`config.mk`:
```
export PLATFORM = sky130hd
export DESIGN_NAME = uart_cmd_ctrl
export DESIGN_NICKNAME = d
export VERILOG_FILES = /design/src/rtl/uart_cmd_ctrl.sv
export SDC_FILE = /design/constraint.sdc
export NUM_CORES = 1
export LEC_CHECK = 0
export CORE_ASPECT_RATIO = 0.7
export CORE_MARGIN = 1.5
export CORE_UTILIZATION = 30
export DETAILED_ROUTE_END_ITERATION = 8
export PLACE_DENSITY = 0.5
export SLEW_MARGIN = 10
export SYNTH_ARGS = -nofsm -noshare
export SYNTH_HDL_FRONTEND = slang
export SYNTH_SLANG_ARGS = --single-unit
```
`constraint.sdc`:
```
create_clock -name sys_clk -period 2.3 [get_ports sys_clk]
set_input_delay 0.345 -clock sys_clk [delete_from_list [all_inputs] [get_ports sys_clk]]
set_output_delay 0.345 -clock sys_clk [all_outputs]
set_load 0.01 [all_outputs]
```
`src/rtl/uart_cmd_ctrl.sv`:
```
// UART command controller: decodes single-byte commands (optional argument byte), holds the
// Sobel control registers, counts camera frames and sequences multi-byte responses onto UART TX.
module uart_cmd_ctrl #(
    parameter int unsigned CLK_FREQ         = 27_000_000,
    parameter int unsigned ARG_TIMEOUT_CYC  = CLK_FREQ / 10,
    parameter logic [7:0]  THRESH_DEFAULT   = 8'd64,
    parameter logic        SOBEL_EN_DEFAULT = 1'b0
) (
    input  logic        sys_clk,
    input  logic        sys_resetn,
    input  logic [7:0]  rx_data,
    input  logic        rx_valid,
    output logic [7:0]  tx_data,
    output logic        tx_valid,
    input  logic        tx_ready,
    input  logic        cam_vsync,
    output logic        sobel_enable,
    output logic [7:0]  sobel_threshold,
    output logic [15:0] frame_count,
    output logic        cmd_busy,
    output logic        err_flag
);

    localparam int unsigned     TO_W    = $clog2(ARG_TIMEOUT_CYC);
    localparam logic [TO_W-1:0] TO_LAST = TO_W'(ARG_TIMEOUT_CYC - 1);

    localparam logic [7:0] CMD_EN     = 8'h53;
    localparam logic [7:0] CMD_DIS    = 8'h73;
    localparam logic [7:0] CMD_THRESH = 8'h54;
    localparam logic [7:0] CMD_READ   = 8'h52;
    localparam logic [7:0] CMD_DUMP   = 8'h44;
    localparam logic [7:0] RESP_OK    = 8'h4B;
    localparam logic [7:0] RESP_ERR   = 8'h45;

    typedef enum logic [1:0] {
        IDLE,
        WAIT_ARG,
        RESP
    } state_t;

    state_t          state_q, state_d;
    logic [7:0]      tx_data_q, tx_data_d;
    logic            tx_valid_q, tx_valid_d;
    logic [7:0]      resp_b1_q, resp_b1_d;
    logic            resp_more_q, resp_more_d;
    logic [TO_W-1:0] to_cnt_q, to_cnt_d;
    logic            sobel_en_q, sobel_en_d;
    logic [7:0]      thresh_q, thresh_d;
    logic            err_q, err_d;
    logic            busy_q, busy_d;

    logic            vs_meta_q, vs_sync_q, vs_prev_q;
    logic [15:0]     frame_cnt_q;
    logic            vs_rise;

    // Frame counter: 2-FF synchronizer, then rising-edge detect on the synchronized level.
    assign vs_rise = vs_sync_q & ~vs_prev_q;

    always_ff @(posedge sys_clk or negedge sys_resetn) begin
        if (!sys_resetn) begin
            vs_meta_q   <= 1'b0;
            vs_sync_q   <= 1'b0;
            vs_prev_q   <= 1'b0;
            frame_cnt_q <= '0;
        end else begin
            vs_meta_q <= cam_vsync;
            vs_sync_q <= vs_meta_q;
            vs_prev_q <= vs_sync_q;
            if (vs_rise) begin
                frame_cnt_q <= frame_cnt_q + 16'd1;
            end
        end
    end

    always_ff @(posedge sys_clk or negedge sys_resetn) begin
        if (!sys_resetn) begin
            state_q     <= IDLE;
            tx_data_q   <= '0;
            tx_valid_q  <= 1'b0;
            resp_b1_q   <= '0;
            resp_more_q <= 1'b0;
            to_cnt_q    <= '0;
            sobel_en_q  <= SOBEL_EN_DEFAULT;
            thresh_q    <= THRESH_DEFAULT;
            err_q       <= 1'b0;
            busy_q      <= 1'b0;
        end else begin
            state_q     <= state_d;
            tx_data_q   <= tx_data_d;
            tx_valid_q  <= tx_valid_d;
            resp_b1_q   <= resp_b1_d;
            resp_more_q <= resp_more_d;
            to_cnt_q    <= to_cnt_d;
            sobel_en_q  <= sobel_en_d;
            thresh_q    <= thresh_d;
            err_q       <= err_d;
            busy_q      <= busy_d;
        end
    end

    always_comb begin
        state_d     = state_q;
        tx_data_d   = tx_data_q;
        tx_valid_d  = tx_valid_q;
        resp_b1_d   = resp_b1_q;
        resp_more_d = resp_more_q;
        to_cnt_d    = to_cnt_q;
        sobel_en_d  = sobel_en_q;
        thresh_d    = thresh_q;
        err_d       = err_q;

        unique case (state_q)
            IDLE: begin
                if (rx_valid) begin
                    state_d     = RESP;
                    tx_valid_d  = 1'b1;
                    tx_data_d   = RESP_OK;
                    resp_more_d = 1'b0;
                    case (rx_data)
                        CMD_EN:  sobel_en_d = 1'b1;
                        CMD_DIS: sobel_en_d = 1'b0;
                        CMD_THRESH: begin
                            state_d    = WAIT_ARG;
                            tx_valid_d = 1'b0;
                            to_cnt_d   = '0;
                        end
                        // The snapshot is the registered count, so a same-cycle increment is excluded.
                        CMD_READ: begin
                            tx_data_d   = frame_cnt_q[15:8];
                            resp_b1_d   = frame_cnt_q[7:0];
                            resp_more_d = 1'b1;
                        end
                        CMD_DUMP: begin
                            tx_data_d   = thresh_q;
                            resp_b1_d   = {sobel_en_q, err_q, 6'b0};
                            resp_more_d = 1'b1;
                            err_d       = 1'b0;
                        end
                        default: begin
                            tx_data_d = RESP_ERR;
                            err_d     = 1'b1;
                        end
                    endcase
                end
            end
            WAIT_ARG: begin
                if (rx_valid) begin
                    thresh_d    = rx_data;
                    state_d     = RESP;
                    tx_valid_d  = 1'b1;
                    tx_data_d   = RESP_OK;
                    resp_more_d = 1'b0;
                end else if (to_cnt_q == TO_LAST) begin
                    state_d     = RESP;
                    tx_valid_d  = 1'b1;
                    tx_data_d   = RESP_ERR;
                    resp_more_d = 1'b0;
                    err_d       = 1'b1;
                end else begin
                    to_cnt_d = to_cnt_q + TO_W'(1);
                end
            end
            RESP: begin
                if (rx_valid) begin
                    err_d = 1'b1;
                end
                if (tx_valid_q && tx_ready) begin
                    if (resp_more_q) begin
                        tx_data_d   = resp_b1_q;
                        resp_more_d = 1'b0;
                    end else begin
                        tx_valid_d = 1'b0;
                        state_d    = IDLE;
                    end
                end
            end
            default: state_d = IDLE;
        endcase

        busy_d = (state_d != IDLE);
    end

    assign tx_data         = tx_data_q;
    assign tx_valid        = tx_valid_q;
    assign sobel_enable    = sobel_en_q;
    assign sobel_threshold = thresh_q;
    assign frame_count     = frame_cnt_q;
    assign cmd_busy        = busy_q;
    assign err_flag        = err_q;

endmodule

```
==> results of run 1 <==
## layout by cell type (no fill, tap or decap), types with 2 or more instances in the layout
cell / n
sky130_fd_sc_hd__a21oi_1: 15
sky130_fd_sc_hd__buf_12: 2
sky130_fd_sc_hd__mux2i_1: 2
sky130_fd_sc_hd__dfrtp_1: 71
sky130_fd_sc_hd__and3_1: 12
sky130_fd_sc_hd__nor3_1: 6
sky130_fd_sc_hd__nor4_1: 3
sky130_fd_sc_hd__o2bb2ai_1: 4
sky130_fd_sc_hd__buf_4: 42
sky130_fd_sc_hd__nor2_1: 20
sky130_fd_sc_hd__xor2_1: 6
sky130_fd_sc_hd__mux2_2: 15
sky130_fd_sc_hd__inv_1: 12
sky130_fd_sc_hd__o21ai_0: 16
sky130_fd_sc_hd__xnor2_1: 13
sky130_fd_sc_hd__nand4bb_1: 2
sky130_fd_sc_hd__o22ai_1: 3
sky130_fd_sc_hd__nand2b_1: 2
sky130_fd_sc_hd__a211o_1: 3
sky130_fd_sc_hd__o21ai_2: 2
sky130_fd_sc_hd__nand4_1: 9
sky130_fd_sc_hd__a22oi_1: 5
sky130_fd_sc_hd__o31ai_1: 3
sky130_fd_sc_hd__and2_1: 2
sky130_fd_sc_hd__nand2_1: 38
sky130_fd_sc_hd__clkdlybuf4s50_1: 47
sky130_fd_sc_hd__nor2b_1: 4
sky130_fd_sc_hd__a221oi_1: 6
sky130_fd_sc_hd__clkinv_4: 2
sky130_fd_sc_hd__o2111ai_1: 2
sky130_fd_sc_hd__a21o_1: 2
sky130_fd_sc_hd__nand3_1: 22
sky130_fd_sc_hd__a31oi_1: 12
sky130_fd_sc_hd__nor4b_1: 2
sky130_fd_sc_hd__or4_1: 2
sky130_fd_sc_hd__clkbuf_16: 9
sky130_fd_sc_hd__a22o_1: 7
sky130_fd_sc_hd__ha_1: 6
sky130_fd_sc_hd__and4_1: 6
## final timing paths
check	start	end	slack [ps]	cells after the start
setup reg to reg	state_q[1]	tx_data[4]	180	6
hold reg to reg	vs_meta_q	vs_sync_q	350	0
hold / removal	sys_resetn	sobel_threshold[7]	-10	1
setup / recovery	state_q[1]	tx_data[4]	180	6
max in group asynchronous	sys_resetn	resp_b1_q[0]	1730	2
min in group sys_clk	vs_meta_q	vs_sync_q	350	0
## where the power goes
group	switching [mW]	leakage, nW	internal (mW)
sequential	0.156	0.960	1.41
clock	0.570	0.146	0.878
combinational	0.530	1.09	0.546
## layer usage
metal	vias to the layer above	wire length, um	share of wire
li1	1579	-	-
met1	1622	5890	0.55
met2	89	4140	0.38
met3	10	645	0.060
met4	0	112	0.010
met5	-	0	0
## through the flow
stage	setup TNS (ps)	util	instance area, um2	setup WS (ps)
floorplan	0	-	3780	317
global placement	-14.6	0.385	4750	-14.6
detailed placement	-72.3	0.385	4750	-21.9
CTS	0	0.410	5050	104
global route	0	0.410	5050	2.18
finish	0	0.410	5050	182
## cells by family after synthesis
family                   after synthesis
AND/OR/NAND/NOR                      145
AO/OA/AOI/OAI                         89
flip-flops                            72
buffers and inverters                 24
XOR/XNOR                              19
multiplexers                          17
adder cells (fa/ha/maj)                6
## cells in the mapped netlist, drive strengths merged, types with 2 or more instances
| cell type | n |
|---|---|
| xnor2 | 13 |
| or4 | 2 |
| and2 | 2 |
| nor3 | 6 |
| buf | 6 |
| nor4b | 3 |
| a22o | 7 |
| ha | 6 |
| nand4bb | 2 |
| nand3 | 22 |
| clkbuf | 6 |
| nand4 | 9 |
| and3 | 12 |
| nor2b | 4 |
| a21o | 3 |
| o31ai | 3 |
| a211o | 3 |
| xor2 | 6 |
| nand2 | 39 |
| a21oi | 15 |
| o2111ai | 2 |
| o22ai | 3 |
| a221oi | 6 |
| nor4 | 3 |
| and4 | 6 |
| inv | 12 |
| a31oi | 12 |
| nor2 | 23 |
| mux2i | 2 |
| nand2b | 2 |
| o2bb2ai | 4 |
| a22oi | 5 |
| mux2 | 15 |
| dfrtp | 71 |
| o21ai | 18 |
| or3 | 2 |
## layout make-up
type	count	area, um2
Fill cell	1212	7280
Multi-Input combinational cell	276	1870
Sequential cell	72	1800
Timing Repair Buffer	91	826
Clock buffer	11	243
Tap cell	162	203
Clock inverter	5	63.8
Inverter	12	45.0
## worst max-delay path, stage by stage, from the launching register on
cell	delay (ps)
sky130_fd_sc_hd__dfrtp_1	430
sky130_fd_sc_hd__inv_1	110
sky130_fd_sc_hd__ha_1	280
sky130_fd_sc_hd__a221oi_1	370
sky130_fd_sc_hd__a21boi_1	280
sky130_fd_sc_hd__nand2_2	200
sky130_fd_sc_hd__mux2_2	320
## registers in the layout (all words and copies together), names as in the netlist
name             count
tx_valid             1
vs_meta_q            1
vs_prev_q            1
resp_b1_q            8
resp_more_q          1
sobel_threshold      8
cmd_busy             1
frame_count         16
err_flag             1
state_q              2
sobel_enable         1
to_cnt_q            22
vs_sync_q            1
tx_data              8
==> impl_table.tex, run 1 <==
\begin{tabular}{lr}
\hline
Metric & Value \\
\hline
\multicolumn{2}{l}{\textbf{Placed design}} \\
Final weighted congestion of routability-driven global placement & 0.836 \\
Total half-perimeter wirelength after legalization and detailed placement & 8100 um \\
Port bufs & 48 \\
Cells after DPL & 613 \\
\multicolumn{2}{l}{\textbf{Cells and area}} \\
Layout overhead on the synthesized area & 33.8\% \\
Layout Nets & 481 \\
Count of inserted antenna diode cells & 0 \\
Final cell count without fillers & 629 \\
Ratio of cells with drive above 1 in the final layout & 0.191 \\
\multicolumn{2}{l}{\textbf{STA}} \\
Number of hold-slack violations in the final timing report & 8 \\
Measured slew at the worst slew-check pin & 546 ps \\
Clock skew & 11.5 ps \\
Final worst path period share & 0.921 \\
Final Critical Period & 2120 ps \\
Fmax & 472 MHz \\
Relative slew slack & 0.635 \\
Max-slew violation count & 0 \\
Unrepaired setup endpoints after global routing & false \\
Worst hold slack after final layout & -13.3 ps \\
Endpoints failing setup & 0 \\
\multicolumn{2}{l}{\textbf{Detailed routing}} \\
Drt drc & 0 \\
Number of DRC markers in iteration 0 & 205 \\
DRT Pass-1 Iters & 6 \\
Sum of routed wire length over all layers & 10800 um \\
Count of nets left with antenna violations after detail routing & 0 \\
Drt wl/cell & 17.1 um \\
Overall via count from detail\_route & 3300 \\
Mean number of vias per cell & 5.25 \\
\multicolumn{2}{l}{\textbf{Floorplanning}} \\
Overall die width & 137 um \\
Placeable core region & 12300 um2 \\
Height of the chip & 96.9 um \\
Die Footprint & 13300 um2 \\
Row Count & 34 \\
\# IOs & 49 \\
Initial Util & 0.306 \\
\multicolumn{2}{l}{\textbf{Yosys}} \\
Post-synthesis share of cell area spent on full adders, half adders and majority gates & 0.0199 \\
Async set-reset flop share out of synthesis & 1.00 \\
Synthesized instance count & 372 \\
Post-Synth Simple-Gate Area & 0.218 \\
Warnings from Yosys & 0 \\
Predominant post-synthesis flop cell & sky130\_fd\_sc\_hd\_\_dfrtp\_1 \\
Number of synthesized flops with an enable pin & 0 \\
Multiplexer share of the synthesized area & 0.0500 \\
Compound-cell area share of the yosys netlist & 0.163 \\
Largest family of logic cells by synthesized area & simple AND/OR/NAND/NOR gates \\
Post-synthesis cell type count & 62 \\
Synth Net Count & 391 \\
Seq/Total Area, Yosys & 0.477 \\
Number of synthesized register bits & 72 \\
Per-instance average area after synthesis & 10.2 um2 \\
Cell type with the largest total area after synthesis & sky130\_fd\_sc\_hd\_\_dfrtp\_1 \\
Post-synthesis instance area & 3780 um2 \\
Xor and xnor area share after synthesis & 0.0441 \\
Main area contributors after synthesis & sky130\_fd\_sc\_hd\_\_dfrtp\_1, sky130\_fd\_sc\_hd\_\_mux2\_2, sky130\_fd\_sc\_hd\_\_nand2\_1 \\
Yosys top cell area share & 0.470 \\
\multicolumn{2}{l}{\textbf{Global route}} \\
Met3 track demand over resource in global routing & 0.0419 \\
Total Routing Usage GR & 0.174 \\
Most used routing layer in global routing & met1 \\
Number of global-route vias before repair & 3134 \\
Met1 track demand over resource & 0.291 \\
GRT met2 Usage & 0.213 \\
Wire length of the first global-routing pass & 17600 um \\
Pin count of the biggest net entering global routing & 39 \\
Number of antenna violations at the first check in global routing & 0 \\
GRT overflow & 0 \\
\multicolumn{2}{l}{\textbf{Status}} \\
Failing checks & hold timing \\
Run status & finished with violations \\
\multicolumn{2}{l}{\textbf{Power and ir drop}} \\
Leakage power total & 2.20 nW \\
Power per cell area & 809 nW/um2 \\
Worst-case vdd ir drop & 0.541 mV \\
Overall power after layout & 4.09 mW \\
\multicolumn{2}{l}{\textbf{Clock network}} \\
Max Root-Sink Buffers & 2 \\
Total clock buffers created by CTS & 9 \\
Clk slew on worst S/H paths & 60 ps \\
CTS tree & done \\
Latest clock arrival within the worst-skew pair & 340 ps \\
\# hold bufs at CTS & 0 \\
Resized Gates After CTS & 0 \\
Setup bufs post-CTS & 0 \\
CTS Root Cell & sky130\_fd\_sc\_hd\_\_clkbuf\_16 \\
TritonCTS Sinks & 72 \\
Maximum level of the CTS H-tree & 3 \\
\multicolumn{2}{l}{\textbf{Setup path}} \\
Startpoint types & flip-flop \\
Crit Path Category & flip-flop to flip-flop \\
Critical path peak fanout & 8 \\
Type of destination of the critical path & flip-flop \\
Critical path arrival & 2340 ps \\
Required time of the critical path & 2520 ps \\
\multicolumn{2}{l}{\textbf{Min path}} \\
Min-delay worst type & primary input to async pin \\
\multicolumn{2}{l}{\textbf{Run}} \\
Max\_cap viols & 0 \\
\hline
\end{tabular}
Note: power is estimated with default switching activity, not from simulation.
==> run 2, diff against run 1 <==
--- a/config.mk
+++ b/config.mk
@@ -5,6 +5,7 @@
 export SDC_FILE = /design/constraint.sdc
 export NUM_CORES = 1
 export LEC_CHECK = 0
+export CAP_MARGIN = 5
 export CORE_ASPECT_RATIO = 0.7
 export CORE_MARGIN = 1.5
 export CORE_UTILIZATION = 30
==> results of run 2 <==
No change in the layout: final DEF, timing and power equal those of run 1.
